--- src/rtl/cyclic_coder_framed.sv ---
`default_nettype none
// ---------------------------------------------------------------------------
// cyclic_coder_framed : serial (N,K) cyclic encoder, systematic or non-systematic, framed output
// Rev 1.0
// ---------------------------------------------------------------------------
module cyclic_coder_framed #(
  parameter int N = 15,
  parameter int K = 11,
  parameter logic [N-K:0] GEN = 5'b10011
) (
  input  logic clk,
  input  logic reset,
  input  logic enable,
  input  logic systematic,
  input  logic in,
  input  logic in_valid,
  output logic in_ready,
  output logic out,
  output logic out_valid,
  output logic out_sof,
  output logic out_eof,
  output logic busy
);

  localparam int R  = N - K;
  localparam int CW = $clog2(N + 1);

  localparam logic [1:0] S_IDLE = 2'd0;
  localparam logic [1:0] S_DATA = 2'd1;
  localparam logic [1:0] S_TAIL = 2'd2;
  localparam logic [1:0] S_FIRST = (K == 1) ? S_TAIL : S_DATA;

  localparam logic [CW-1:0] C_ONE   = CW'(1);
  localparam logic [CW-1:0] C_KLAST = CW'(K - 1);
  localparam logic [CW-1:0] C_LAST  = CW'(N - 1);

  generate
    if (N < 3 || N > 255 || K < 1 || K > N - 1) begin : g_bad_nk
      $error("cyclic_coder_framed: N must be 3..255 and K must be 1..N-1");
    end
    if (GEN[R] == 1'b0 || GEN[0] == 1'b0) begin : g_bad_gen
      $error("cyclic_coder_framed: generator needs GEN[R]=1 and GEN[0]=1");
    end
  endgenerate

  logic [1:0]    r_state;
  logic [CW-1:0] r_cnt;
  logic [R-1:0]  r_reg;
  logic          r_mode;

  logic [R-1:0]  w_base;
  logic [R-1:0]  w_next;
  logic          w_mode;
  logic          w_u;
  logic          w_fb;
  logic          w_out;
  logic          w_accept;
  logic          w_step;

  assign in_ready = enable & ((r_state == S_IDLE) | (r_state == S_DATA));
  assign busy     = (r_state != S_IDLE);
  assign w_accept = in_valid & in_ready;
  assign w_step   = w_accept | (enable & (r_state == S_TAIL));

  // r_reg is the parity remainder in systematic mode and the input history
  // (u[j-1] in bit 0) in non-systematic mode; a new frame starts from zero.
  always_comb begin
    w_base = (r_state == S_IDLE) ? '0 : r_reg;
    w_mode = (r_state == S_IDLE) ? systematic : r_mode;
    w_u    = (r_state == S_TAIL) ? 1'b0 : in;
    w_fb   = w_u ^ w_base[R-1];
    w_out  = 1'b0;
    w_next = '0;
    if (w_mode) begin
      if (r_state == S_TAIL) begin
        w_out  = w_base[R-1];
        w_next = w_base << 1;
      end else begin
        w_out  = w_u;
        w_next = (w_base << 1) ^ (w_fb ? GEN[R-1:0] : '0);
      end
    end else begin
      w_out = GEN[R] & w_u;
      for (int k = 1; k <= R; k++) begin
        w_out = w_out ^ (GEN[R-k] & w_base[k-1]);
      end
      w_next = (w_base << 1) | R'(w_u);
    end
  end

  always_ff @(posedge clk) begin
    if (reset) begin
      r_state   <= S_IDLE;
      r_cnt     <= '0;
      r_reg     <= '0;
      r_mode    <= 1'b1;
      out       <= 1'b0;
      out_valid <= 1'b0;
      out_sof   <= 1'b0;
      out_eof   <= 1'b0;
    end else begin
      out_valid <= w_step;
      out_sof   <= w_step & (r_state == S_IDLE);
      out_eof   <= w_step & (r_cnt == C_LAST);
      if (w_step) begin
        out   <= w_out;
        r_reg <= w_next;
        case (r_state)
          S_IDLE: begin
            r_mode  <= systematic;
            r_cnt   <= C_ONE;
            r_state <= S_FIRST;
          end
          S_DATA: begin
            r_cnt <= r_cnt + C_ONE;
            if (r_cnt == C_KLAST) r_state <= S_TAIL;
          end
          S_TAIL: begin
            if (r_cnt == C_LAST) begin
              r_cnt   <= '0;
              r_state <= S_IDLE;
            end else begin
              r_cnt <= r_cnt + C_ONE;
            end
          end
          default: r_state <= S_IDLE;
        endcase
      end
    end
  end

endmodule
`default_nettype wire

--- config.mk ---
export PLATFORM = sky130hd
export DESIGN_NAME = cyclic_coder_framed
export DESIGN_NICKNAME = d
export VERILOG_FILES = /design/src/rtl/cyclic_coder_framed.sv
export SDC_FILE = /design/constraint.sdc
export NUM_CORES = 1
export LEC_CHECK = 0
export ABC_AREA = 1
export CAP_MARGIN = 15
export CORE_MARGIN = 2
export CORE_UTILIZATION = 47
export DETAILED_ROUTE_END_ITERATION = 16
export PLACE_DENSITY = 0.82
export SETUP_SLACK_MARGIN = 0.02
export SLEW_MARGIN = 20
export SYNTH_ARGS = -nofsm -noshare
export SYNTH_HDL_FRONTEND = slang
export SYNTH_SLANG_ARGS = --single-unit
--- constraint.sdc ---
create_clock -name clk -period 1.4 [get_ports clk]
set_clock_uncertainty 0.05 [all_clocks]
set_input_delay 0.14 -clock clk [delete_from_list [all_inputs] [get_ports clk]]
set_output_delay 0.14 -clock clk [all_outputs]
set_load 0.02 [all_outputs]
==> results.md, run 1 <==
- Yosys printed 0 warnings.
- The sequential fraction of the synthesis area is 33.10%.
- In this design, the critical path's most frequently occurring cell is sky130_fd_sc_hd__nand2_2.
- The final wirelength is 2.783 mm.
- The most instantiated library cell after synthesis is sky130_fd_sc_hd__nand2_1.
- Along the worst path, the maximum fanout reaches 5.
- The via count of the first global-routing pass is 907.
- Static timing analysis puts the maximum clock frequency at 0.6663 GHz.
- Internal power comes to 985.6 µW.
- In this run, synthesis produced a sequential element count of 15.
- The number of hold buffers added after cts is 0.
- In this run the remaining antenna-violating nets after routing total 0.
- TritonCTS built the clock tree.
- The starting density of the core is 51.42%.
- The number of remaining DRC errors is 0.
- The clock share of power is 14.8%.
- The final reports fail on setup timing.
- The startpoint identified for the worst register-to-register timing path is r_state[0].
- The pre-antenna-repair detailed-routing pass consisted of 4 iterations.
- The critical path goes through inv_4 -> ha_4 -> buf_6 -> nor2_4 -> nand2_2 -> nand2_2 -> nand2_2 -> nand2_1 -> nand3_1 -> nand2_1 -> inv_1.
- The worst hold path begins at r_reg[2].
- Data on the critical path is required at its endpoint by 1.55 ns.
- The final RePlAce weighted congestion is 0.7742.
- From synthesis to final layout, the design area changed by 56.69%.
- The net count after synthesis is 149.
- Global routing finished with a remaining overflow of 0.
- In the post-synthesis netlist, the biggest area contributors are sky130_fd_sc_hd__dfxtp_1 (33%), sky130_fd_sc_hd__nand2_1 (17%), sky130_fd_sc_hd__ha_1 (9.7%), sky130_fd_sc_hd__inv_1 (9.5%), sky130_fd_sc_hd__nand3_1 (5.5%).
- The share of total power dissipated in combinational logic is 55.1%.
- On the final layout, the worst hold slack is 0.4400 ns.
- The worst path uses 107.2% of the clock period.
- Counting the buffers created by CTS gives 3.
- The core region is 1764 µm².
- The leakage power is 0.6423 nW.
- The die extent in y is 47.93 µm.
- The kind of critical path is register to register.
- The setup slack after layout is -0.1009 ns.
- For this design the ratio of total power to cell area is 1202 nW/µm².
- The switching share of power is 42.31%.
- Across all layers, the routed design uses 1015 vias.
- Across the run, the number of max-cap violations was 0.
- The count of distinct cell types in the synthesized netlist is 20.
- The pin count of the biggest net entering global routing is 10.
- The CTS sink count is 15.
- Dividing the detail-routed via count by the number of cells gives 5.205.
- The transition at the pin with the smallest max-transition slack is 0.2495 ns.
- In this run the cell area of the synthesized design comes to 907.1 µm².
- The standard-cell row count is 15.
- The headroom to the max-slew limit is 83.19%.
- The largest single stage delay on the critical path is 0.39 ns.
- The routed wirelength normalized by instance count is 14.27 µm.
- The commonest cells after synthesis are sky130_fd_sc_hd__nand2_1 (40), sky130_fd_sc_hd__inv_1 (23), sky130_fd_sc_hd__dfxtp_1 (15).
- The share of post-route cells with drive strength above 1 is 44.71%.
- The master of the slowest instance on the critical path is sky130_fd_sc_hd__dfxtp_4.
- The number of buffers on the longest clock path is 2.
- The class of the worst hold path is register to register.
- The post-CTS clock slew at the launch and capture registers of the worst setup and hold paths is 0.09 ns.
- The depth of the CTS H-tree is 1.
- The relative contribution of sequential cells to total power is 30.1%.
- The routed design could run at a clock period as short as 1.501 ns.
- The startpoint type of the worst setup path is a register.
- The mean area per synthesized cell is 6.670 µm².
- The reported net switching power is 722.8 µW.
- Synthesis produced 136 cells.
- After synthesis, the share of flip-flops with an asynchronous set or reset is 0%.
- The post-detailed-placement cell area is 1187 µm².
- Across the VDD grid, the largest voltage drop is 0.9107 mV.
- At the later pin of the worst-skew pair, clock insertion delay measures 0.29 ns.
- The fraction of synthesized cell area taken by the top area cell type is 33.10%.
- The count of final max-slew check failures is 0.
- The number of nets in the final layout is 184.
- The count of endpoints failing hold in the final timing report is 0.
- For this block, the initial DRC count from the detailed router was 9.
- The horizontal die dimension is 47.93 µm.
- The synthesized design spends more area on one cell type than any other, namely sky130_fd_sc_hd__dfxtp_1.
- The tree is rooted in a sky130_fd_sc_hd__clkbuf_4.
- The number of antenna diodes in the final layout is 0.
- The initial antenna violation count came to 0.
- The arrival time at the worst endpoint is 1.65 ns.
- Setup repair after global routing could not meet its margin everywhere.
- The total global-route track usage is 24.27%.
- Input and output buffers added on the ports amount to 11.
- The post-DP HPWL is 1.700 mm.
- The run finished, with violations left.
- The cell area after layout is 1421 µm².
- The number of cells after detailed placement is 188.
- The dominant synthesized flop cell is sky130_fd_sc_hd__dfxtp_1.
- The floorplan step defined a die boundary enclosing 2297 µm².
- The top-level I/O count is 12.
- The synthesized design contains 0 enable-type register cells.
- Tracing the worst setup path back leads to its startpoint at r_state[0].
- Setup violations remaining at the end of the flow were counted as 11.
- The wire length of the first global-routing pass is 3.781 mm.
- The kind of end point of the critical path is a register.
- Leaving out filler cells and counting taps, the final layout contains 195.
==> layer usage <==
layer / routed length (µm) / vias up / GRT usage [%]
met5: 0 / - / 0
met4: 104 / 0 / 10.81
met3: 78 / 11 / 4.151
met2: 1439 / 21 / 47.73
met1: 1161 / 495 / 24.26
li1: - / 488 / -
==> worst max-delay path: cells and delay by family, from the launching register on <==
family	cells	cell delay (ns)
fa+ha+maj	1	0.18
buf+inv	3	0.22
flops	1	0.39
simple gates	7	0.56
==> power by group through the flow <==
| stage | clock [mW] | combinational (mW) | sequential [mW] |
|---|---|---|---|
| after floorplan | 0 | 0.371 | 0.525 |
| after global placement | 0 | 0.634 | 0.507 |
| after detailed placement | 0 | 0.663 | 0.510 |
| after CTS | 0.257 | 0.744 | 0.512 |
| after global routing | 0.277 | 0.996 | 0.519 |
| final | 0.252 | 0.941 | 0.515 |
==> kinds of logic after synthesis <==
| logic type | after synthesis | share of synthesized area (%) |
|---|---|---|
| flip-flops | 15 | 33.10 |
| buffers and inverters | 26 | 11.31 |
| AO/OA/AOI/OAI | 17 | 11.03 |
| AND/OR/NAND/NOR | 71 | 34.90 |
| adder cells (fa/ha/maj) | 7 | 9.655 |
==> stage by stage <==
stage          util (%)  setup TNS, ns  power, mW  worst slack [ns]
6_report          80.57        -0.5875      1.708           -0.1009
2_1_floorplan         -              0     0.8954           0.03155
5_1_grt           80.57         -1.304      1.792           -0.1589
3_5_place_dp      67.31         -1.327      1.173           -0.1671
3_3_place_gp      67.31        -0.5955      1.141           -0.1111
4_1_cts           73.55        -0.1277      1.513          -0.04636
==> final cells by class <==
cell class | count | area [µm²]
multi-input combinational | 95 | 689.4
fill | 126 | 342.8
sequential | 15 | 309.0
timing repair buffer | 30 | 249.0
inverter | 26 | 115.1
tap | 25 | 31.28
clock buffer | 3 | 22.52
clock inverter | 1 | 5.005
==> timing repair <==
item,CTS,global route
buffers inserted,2,1
setup endpoints to repair,20,15
pin swaps,9,17
resized for setup,40,34
==> cells in the final DEF, fill, tap and decap left out, types with 2 or more instances in the layout <==
cell type / Yosys / final
sky130_fd_sc_hd__nor2_2: 3 / 6
sky130_fd_sc_hd__dlygate4sd2_1: 0 / 4
sky130_fd_sc_hd__buf_4: 0 / 16
sky130_fd_sc_hd__nand2_1: 40 / 25
sky130_fd_sc_hd__buf_6: 0 / 3
sky130_fd_sc_hd__dfxtp_1: 15 / 12
sky130_fd_sc_hd__clkdlybuf4s50_1: 0 / 5
sky130_fd_sc_hd__dfxtp_4: 0 / 2
sky130_fd_sc_hd__buf_2: 0 / 2
sky130_fd_sc_hd__o21ai_1: 0 / 3
sky130_fd_sc_hd__inv_4: 0 / 3
sky130_fd_sc_hd__inv_2: 1 / 2
sky130_fd_sc_hd__nor2_1: 12 / 6
sky130_fd_sc_hd__o21ai_0: 7 / 3
sky130_fd_sc_hd__nand2_4: 2 / 4
sky130_fd_sc_hd__clkbuf_4: 0 / 3
sky130_fd_sc_hd__ha_4: 0 / 3
sky130_fd_sc_hd__o21ai_2: 1 / 2
sky130_fd_sc_hd__nor2_4: 0 / 3
sky130_fd_sc_hd__nand2_2: 2 / 13
sky130_fd_sc_hd__ha_1: 7 / 4
sky130_fd_sc_hd__nand3_1: 10 / 9
sky130_fd_sc_hd__inv_1: 23 / 18
sky130_fd_sc_hd__nand2_8: 0 / 2
sky130_fd_sc_hd__a21oi_2: 0 / 4
==> worst paths after layout <==
kind	slack, ns	cells after the start	to
worst min-delay path	0.44	2	r_reg[2]
worst max-delay path	-0.10	11	r_reg[1]
worst min register to register	0.44	2	r_reg[2]
worst max register to register	-0.10	11	r_reg[1]
(Power assumes the default switching activity.)
==> run 2: changes to the inputs <==
- ABC_AREA: 1 -> 0
- PLACE_DENSITY: 0.82 -> 0.83
==> run 2 against run 1 <==
The run still ends with setup timing left. Design area is 4.8% higher. Sequential cell count stayed put. Synthesized area is 5.0% lower. First-iteration DRC count grew to 3.0 times the previous value. Die area is 4.6% lower. Register-to-register slack worse by 0.18 ns. Worst hold slack better by 0.028 ns. Cell count is 15% lower. Sequential power is 8.5% lower. Via count is 2.9% lower.
==> results.md, run 2 <==
- The fraction of synthesized cell area taken by the top area cell type came to 34.83% (+1.7 points).
- The final wirelength is 3.230 mm (+16%).
- The final reports fail on setup timing.
- The initial antenna violation count is 0 (unchanged).
- The post-synthesis instance area is 862.1 µm² (-5.0%).
- The highest net fanout along the worst path is 6 (+1).
- The number of max-capacitance violations reported is 0 (unchanged).
- The signal on the critical path passes through inv_4 -> ha_4 -> buf_6 -> nand3b_1 -> xor2_1 -> or3_1 -> a21oi_1.
- The final worst-path cycle share is 119.9% (+13 points).
- The number of hold buffers added after cts is 0 (unchanged).
- The arrival time at the worst endpoint was 1.87 ns (+0.22 ns).
- The mean area per synthesized cell is 8.887 µm² (+33%).
- The count of buffering cells on the critical path with inverters included is 2 (-1).
- The wire length of the first global-routing pass is 4.188 mm (+11%).
- The number of standard cells after synthesis is 97 (-29%).
- The number of enable-type register cells in the synthesized netlist came to 0 (unchanged).
- The pin count of the biggest net entering global routing is 14 (+4).
- The run finished, with violations left.
- The count of nets left with antenna violations after detail routing is 0 (unchanged).
- The length of the first detailed-routing pass in iterations was 4 (unchanged).
- The total negative setup slack is -2.728 ns (-2.140 ns).
- The final critical path time including I/O delays and setup came to 1.678 ns (+0.1772 ns).
- The number of CTS-inserted buffers is 3 (unchanged).
- The die extent in y is 46.83 µm (-2.3%).
- The most used flip-flop cell after synthesis is sky130_fd_sc_hd__dfxtp_1.
- The class of the worst hold path is register to register.
- The kind of end point of the critical path is a register.
- The buffer cell driving the clock tree root is sky130_fd_sc_hd__clkbuf_4.
- The standard-cell row count was 15 (unchanged).
- The largest area contributor in the synthesized netlist is sky130_fd_sc_hd__dfxtp_1.
- The sequential fraction of the synthesis area is 34.83% (+1.7 points).
- The CTS sink count is 15 (unchanged).
- Yosys attributes the largest share of cell area to sky130_fd_sc_hd__dfxtp_1 (35%), sky130_fd_sc_hd__ha_1 (10%), sky130_fd_sc_hd__mux2i_1 (3.5%), sky130_fd_sc_hd__nand3_1 (3.5%), sky130_fd_sc_hd__o211ai_1 (3.5%).
- The number of register bits inferred by synthesis is 15 (unchanged).
- The routed wirelength normalized by instance count came to 19.58 µm (+37%).
- The proportion of synthesized flip-flops having asynchronous set or reset came to 0% (unchanged).
- The worst hold slack is 0.4677 ns (+0.02774 ns).
- The top-level I/O count is 12 (unchanged).
- The net count after synthesis is 110 (-26%).
- The delay contributed by the slowest stage of the critical path is 0.40 ns (about the same).
- The total overflow reported by the global router is 0 (unchanged).
- The count of routing violations after the opening detailed-route iteration was 27 (+18).
- The count of endpoints failing hold in the final timing report was 0 (unchanged).
- The headroom to the max-slew limit came to 78.62% (-4.6 points).
- The starting density of the core was 49.93% (-1.5 points).
- Among cell families on the critical path, the largest total delay comes from simple AND/OR/NAND/NOR gates.
- The total core area is 1727 µm² (-2.1%).
- The slack of the worst reg-to-reg path is -0.28 ns (-0.18 ns).
- The worst setup path is of the register to register kind.
- The yosys synthesis warning count came to 0 (unchanged).
- The total of endpoints with negative setup slack in the final report is 17 (+6).
- The highest attainable clock frequency is 0.5959 GHz (-11%).
- The count of final max-slew check failures is 0 (unchanged).
- The share of post-route cells with drive strength above 1 is 50.00% (+5.3 points).
- The final cell count without fillers is 165 (-15%).
- The number of buffers on the longest clock path is 2 (unchanged).
- The via density per instance is 5.976 (+15%).
- The slowest stage of the critical path belongs to the cell sky130_fd_sc_hd__dfxtp_4.
- The setup slack after layout is -0.2781 ns (-0.1772 ns).
- The total global-route track usage came to 27.69% (+3.4 points).
- The depth of the CTS H-tree is 1 (unchanged).
- Setup repair after global routing could not meet its margin everywhere.
- The cell area after layout is 1490 µm² (+4.8%).
- The die area is 2193 µm² (-4.6%).
- The most instantiated library cell after synthesis is sky130_fd_sc_hd__dfxtp_1.
- Compared with the post-synthesis result, the final layout area differs by 72.86%.
- The overall via count from detail_route is 986 (-2.9%).
- The count of buffers from port buffering is 11 (unchanged).
- The final total power is 1.191 mW (-30%).
- The horizontal die dimension is 46.83 µm (-2.3%).
- In the layout the commonest cells are sky130_fd_sc_hd__buf_4 (21), sky130_fd_sc_hd__dfxtp_1 (12), sky130_fd_sc_hd__buf_6 (11).
- The post-CTS clock slew at the launch and capture registers of the worst setup and hold paths was 0.10 ns (about the same).
- The number of nets in the final layout is 154 (-16%).
- Counting instances in the post-synthesis netlist gives the leading cell types as sky130_fd_sc_hd__dfxtp_1 (15), sky130_fd_sc_hd__ha_1 (7), sky130_fd_sc_hd__nor2_1 (7).
- The post-detailed-placement cell area is 1174 µm² (-1.2%).
- The startpoint type of the worst setup path is a register.
- TritonCTS built the clock tree.
- The highest ir drop seen on vdd came to 0.6212 mV (-32%).
- The clock latency on the worst-skew pair is 0.31 ns (+0.02 ns).
- The transition at the pin with the smallest max-transition slack is 0.3118 ns (+0.06230 ns).
- The final RePlAce weighted congestion is 0.9064 (+17%).
- The number of remaining DRC errors is 0 (unchanged).
- The leakage power was 0.6032 nW (-6.1%).
- The count of distinct cell types in the synthesized netlist is 37 (+85%).
- The power per unit of standard cell area is 799.1 nW/µm² (-34%).
- The count of inserted antenna diode cells is 0 (unchanged).
- The worst endpoint required time is 1.59 ns (+0.04 ns).
- The library cell used most frequently in the layout, excluding fill and tap cells, is sky130_fd_sc_hd__buf_4.
- The via count of the first global-routing pass is 891 (-1.8%).
- The post-DP HPWL was 1.732 mm (+1.9%).
- The number of cells after detailed placement is 152 (-19%).
-- run 2: repair_timing --
item                                    CTS  global route
setup buffers                             3             5
endpoints found under the setup margin   21            17
resized for setup                        37            25
pin swaps                                11            13
gates cloned                              0             1
-- run 2: final timing paths --
kind	from	to	cells after the start
min	r_reg[1]	r_reg[2]	2
max	r_state[0]	r_reg[0]	7
max reg2reg	r_state[0]	r_reg[0]	7
min reg2reg	r_reg[1]	r_reg[2]	2
-- run 2: cells by family after synthesis --
family / Yosys count / synth area share (%)
compound gates: 25 / 21.77
xor+xnor: 4 / 4.065
fa+ha+maj: 7 / 10.16
buf+inv: 11 / 6.096
flops: 15 / 34.83
mux: 3 / 3.483
simple gates: 32 / 19.59
-- run 2: worst register-to-register path: stages, from the launching register on --
cell and delay, ns:
sky130_fd_sc_hd__dfxtp_4 0.40, sky130_fd_sc_hd__inv_4 0.06, sky130_fd_sc_hd__ha_4 0.16, sky130_fd_sc_hd__buf_6 0.13
sky130_fd_sc_hd__nand3b_1 0.19, sky130_fd_sc_hd__xor2_1 0.16, sky130_fd_sc_hd__or3_1 0.34, sky130_fd_sc_hd__a21oi_1 0.13
-- run 2: where the power goes --
group	leakage, nW	switching [mW]	internal (mW)
Combinational	0.462	0.225	0.216
Clock	0.0177	0.172	0.107
Sequential	0.124	0.0221	0.449
Total	0.603	0.419	0.772
-- run 2: area by class of cell --
cell class,instances,area (µm²)
Multi-Input combinational cell,72,701.9
Tap cell,25,31.28
Clock buffer,3,22.52
Fill cell,87,236.5
Inverter,7,33.78
Clock inverter,1,5.005
Sequential cell,15,309.0
Timing Repair Buffer,42,386.6
-- run 2: layer usage --
layer	part of all wire, %	wire, µm	GRT usage (%)
met5	0	0	0
met4	2.5	80	15.00
met3	4.9	157	4.231
met2	50	1617	49.59
met1	43	1374	31.16
-- run 2: stage by stage --
| stage | util, % | setup WS [ns] |
|---|---|---|
| floorplan | - | -0.2014 |
| global placement | 67.97 | -0.2327 |
| detailed placement | 67.97 | -0.3057 |
| CTS | 76.52 | -0.1890 |
| global route | 86.30 | -0.3106 |
| finish | 86.30 | -0.2781 |
==> run 3: changes to the inputs <==
- GPL_TIMING_DRIVEN: not set -> 0
==> run 3 against run 2 <==
The flow still finishes with violations (setup timing). Maximum frequency is 1.6% higher. Routed wire length is 29% lower. Global-route usage is 4.0 points lower. Via count is 13% lower. First-iteration DRC count is 26% lower. Worst hold slack worse by 0.010 ns. Sequential share of layout area is 3.3 points higher. Clock power is 8.2% lower. Non-clock buffer count is 12 lower.
==> results.md, run 3 (synthesis results as in run 2) <==
- The flow ran to the end, but the final reports show violations.
- The checks that failed: setup timing.
- The launching instance or port of the critical path is r_state[0].
- The number of buffers on the longest clock path is 2 (unchanged).
- The worst setup path is of the register to register kind.
- The total core area is 1727 µm² (unchanged).
- The post-CTS clock slew at the launch and capture registers of the worst setup and hold paths is 0.10 ns (about the same).
- The leakage power is 0.5094 nW (-16%).
- The CTS sink count is 15 (unchanged).
- The die area is 2193 µm² (unchanged).
- The relative contribution of sequential cells to total power is 43.0% (+3.5 points).
- The count of inserted antenna diode cells came to 0 (unchanged).
- The count of routing violations after the opening detailed-route iteration was 20 (-26%).
- The pin count of the biggest net entering global routing is 11 (-3).
- The top cell types in the final layout, fill and taps aside, are sky130_fd_sc_hd__buf_4 (16), sky130_fd_sc_hd__dfxtp_1 (12), sky130_fd_sc_hd__nand3_1 (6), sky130_fd_sc_hd__nor2_1 (6).
- The switching share of power is 32.24% (-2.9 points).
- The number of max-capacitance violations reported came to 0 (unchanged).
- The share of total power in combinational logic came to 33.4% (-3.6 points).
- The length of the first detailed-routing pass in iterations is 4 (unchanged).
- The horizontal die dimension is 46.83 µm (unchanged).
- The via density per instance is 5.612 (-6.1%).
- The clock share of power was 23.6% (+0.2 points).
- The total negative setup slack is -2.589 ns (+0.1383 ns).
- The total global-route track usage is 23.64% (-4.0 points).
- The number of nets in the final layout came to 141 (-8.4%).
- The startpoint identified for the worst hold timing path is r_reg[1].
- The internal power summed over all cells is 734.7 µW (-4.9%).
- The overall via count from detail_route is 853 (-13%).
- The setup slack after layout was -0.2524 ns (+0.02579 ns).
- The final cell count without fillers is 152 (-7.9%).
- The share of post-route cells with drive strength above 1 is 37.80% (-12 points).
- Leaving out fill and tap cells, the most frequent cell in the layout is sky130_fd_sc_hd__buf_4.
- The count of buffers from port buffering is 11 (unchanged).
- The final worst-path cycle share is 118.0% (-1.8 points).
- The delay contributed by the slowest stage of the critical path is 0.37 ns (-0.03 ns).
- In this run the critical register-to-register path is launched from r_state[0].
- The worst slack at placement was -0.3365 ns (-0.03077 ns).
- The number of hold buffers added after cts is 0 (unchanged).
- The worst endpoint required time is 1.54 ns (-0.05 ns).
- The standard-cell row count was 15 (unchanged).
- The post-DP HPWL is 1.346 mm (-22%).
- The number of cells after detailed placement is 133 (-13%).
- The starting density of the core was 49.93% (unchanged).
- The transition at the pin with the smallest max-transition slack is 0.4986 ns (+0.1868 ns).
- The master of the slowest instance on the critical path is sky130_fd_sc_hd__dfxtp_4.
- The highest net fanout along the worst path was 6 (unchanged).
- Setup repair after global routing could not meet its margin everywhere.
- The CTS tree is built.
- The wire length of the first global-routing pass was 3.670 mm (-12%).
- The signed area change from the synthesized netlist to the final layout is 49.20%.
- The highest attainable clock frequency is 0.6052 GHz (+1.6%).
- The depth of the CTS H-tree is 1 (unchanged).
- The headroom to the max-slew limit is 66.76% (-12 points).
- STA classifies the critical path endpoint as a register.
- The power per unit of standard cell area is 843.1 nW/µm² (+5.5%).
- The top-level I/O count is 12 (unchanged).
- The final total power is 1.084 mW (-8.9%).
- The arrival time at the worst endpoint came to 1.79 ns (-0.08 ns).
- The final critical path time including I/O delays and setup is 1.652 ns (-0.02579 ns).
- The routed wirelength normalized by instance count is 15.13 µm (-23%).
- The count of final max-slew check failures is 0 (unchanged).
- The number of CTS-inserted buffers is 3 (unchanged).
- The count of endpoints failing hold in the final timing report is 0 (unchanged).
- The clock latency on the worst-skew pair is 0.28 ns (-0.03 ns).
- The total of endpoints with negative setup slack in the final report is 16 (-1).
- The highest ir drop seen on vdd was 0.6365 mV (+2.5%).
- The startpoint type of the worst setup path is a register.
- The worst hold slack is 0.4575 ns (-0.01022 ns).
- The count of nets left with antenna violations after detail routing is 0 (unchanged).
- The final RePlAce weighted congestion is 0.8244 (-9.0%).
- The tree is rooted in a sky130_fd_sc_hd__clkbuf_4.
- The number of remaining DRC errors is 0 (unchanged).
- The total overflow reported by the global router is 0 (unchanged).
- The final wirelength is 2.299 mm (-29%).
- The initial antenna violation count is 0 (unchanged).
- The via count of the first global-routing pass was 887 (-0.45%).
- The die extent in y is 46.83 µm (unchanged).
- The signal on the critical path passes through buf_12 -> ha_4 -> and4b_2 -> nor2_2 -> a211o_1 -> a31o_1.
- The reported net switching power is 349.7 µW (-16%).
- The path class of the tightest hold or removal check is register to register.
- The filler cell count is 127 (+46%).
## run 3: power groups by stage
stage	Combinational (mW)	Clock [mW]	Sequential, mW
2_1_floorplan	0.168	0	0.482
5_1_grt	0.388	0.275	0.469
3_3_place_gp	0.248	0	0.478
6_report	0.362	0.256	0.466
4_1_cts	0.329	0.257	0.466
3_5_place_dp	0.254	0	0.479
## run 3: stage by stage
step / utilization, % / instance area, µm²
2_1_floorplan: - / 895.9
3_3_place_gp: 60.07 / 1037
3_5_place_dp: 60.07 / 1037
4_1_cts: 71.01 / 1226
5_1_grt: 74.49 / 1286
6_report: 74.49 / 1286
## run 3: path summary, 6_finish.rpt
check	end	slack (ns)	cells past startpoint
setup / recovery	r_cnt[3]	-0.25	6
hold / removal	r_reg[1]	0.46	2
setup reg to reg	r_cnt[3]	-0.25	6
hold reg to reg	r_reg[1]	0.46	2
## run 3: what timing repair did
item / CTS / global route
setup buffers: 12 / 3
resized for setup: 32 / 8
endpoints found under the setup margin: 21 / 17
cloned: 1 / 0
pin swaps: 16 / 3
## run 3: final cells by class
cell class | instances | area (µm²) | share of cell area, %
Tap cell | 25 | 31.28 | 2.432
Buffer | 3 | 35.03 | 2.724
Inverter | 7 | 28.78 | 2.237
Sequential cell | 15 | 309.0 | 24.03
Timing Repair Buffer | 27 | 236.5 | 18.39
Clock inverter | 1 | 5.005 | 0.3891
Clock buffer | 3 | 22.52 | 1.751
Multi-Input combinational cell | 71 | 618.1 | 48.05
## run 3: per-layer routing
| layer | track usage (%) | vias up | part of all wire (%) |
|---|---|---|---|
| met5 | 0 | - | 0 |
| met1 | 26.17 | 409 | 43 |
| met3 | 3.462 | 6 | 3.7 |
| met2 | 43.29 | 23 | 51 |
| li1 | - | 415 | - |
| met4 | 12.22 | 0 | 2.5 |
## run 3: critical path, delay by kind of cell, from the launching register on
family / cells / cell delay [ns]
buf+inv: 1 / 0.12
simple gates: 2 / 0.37
fa+ha+maj: 1 / 0.18
compound gates: 2 / 0.46
flops: 1 / 0.37
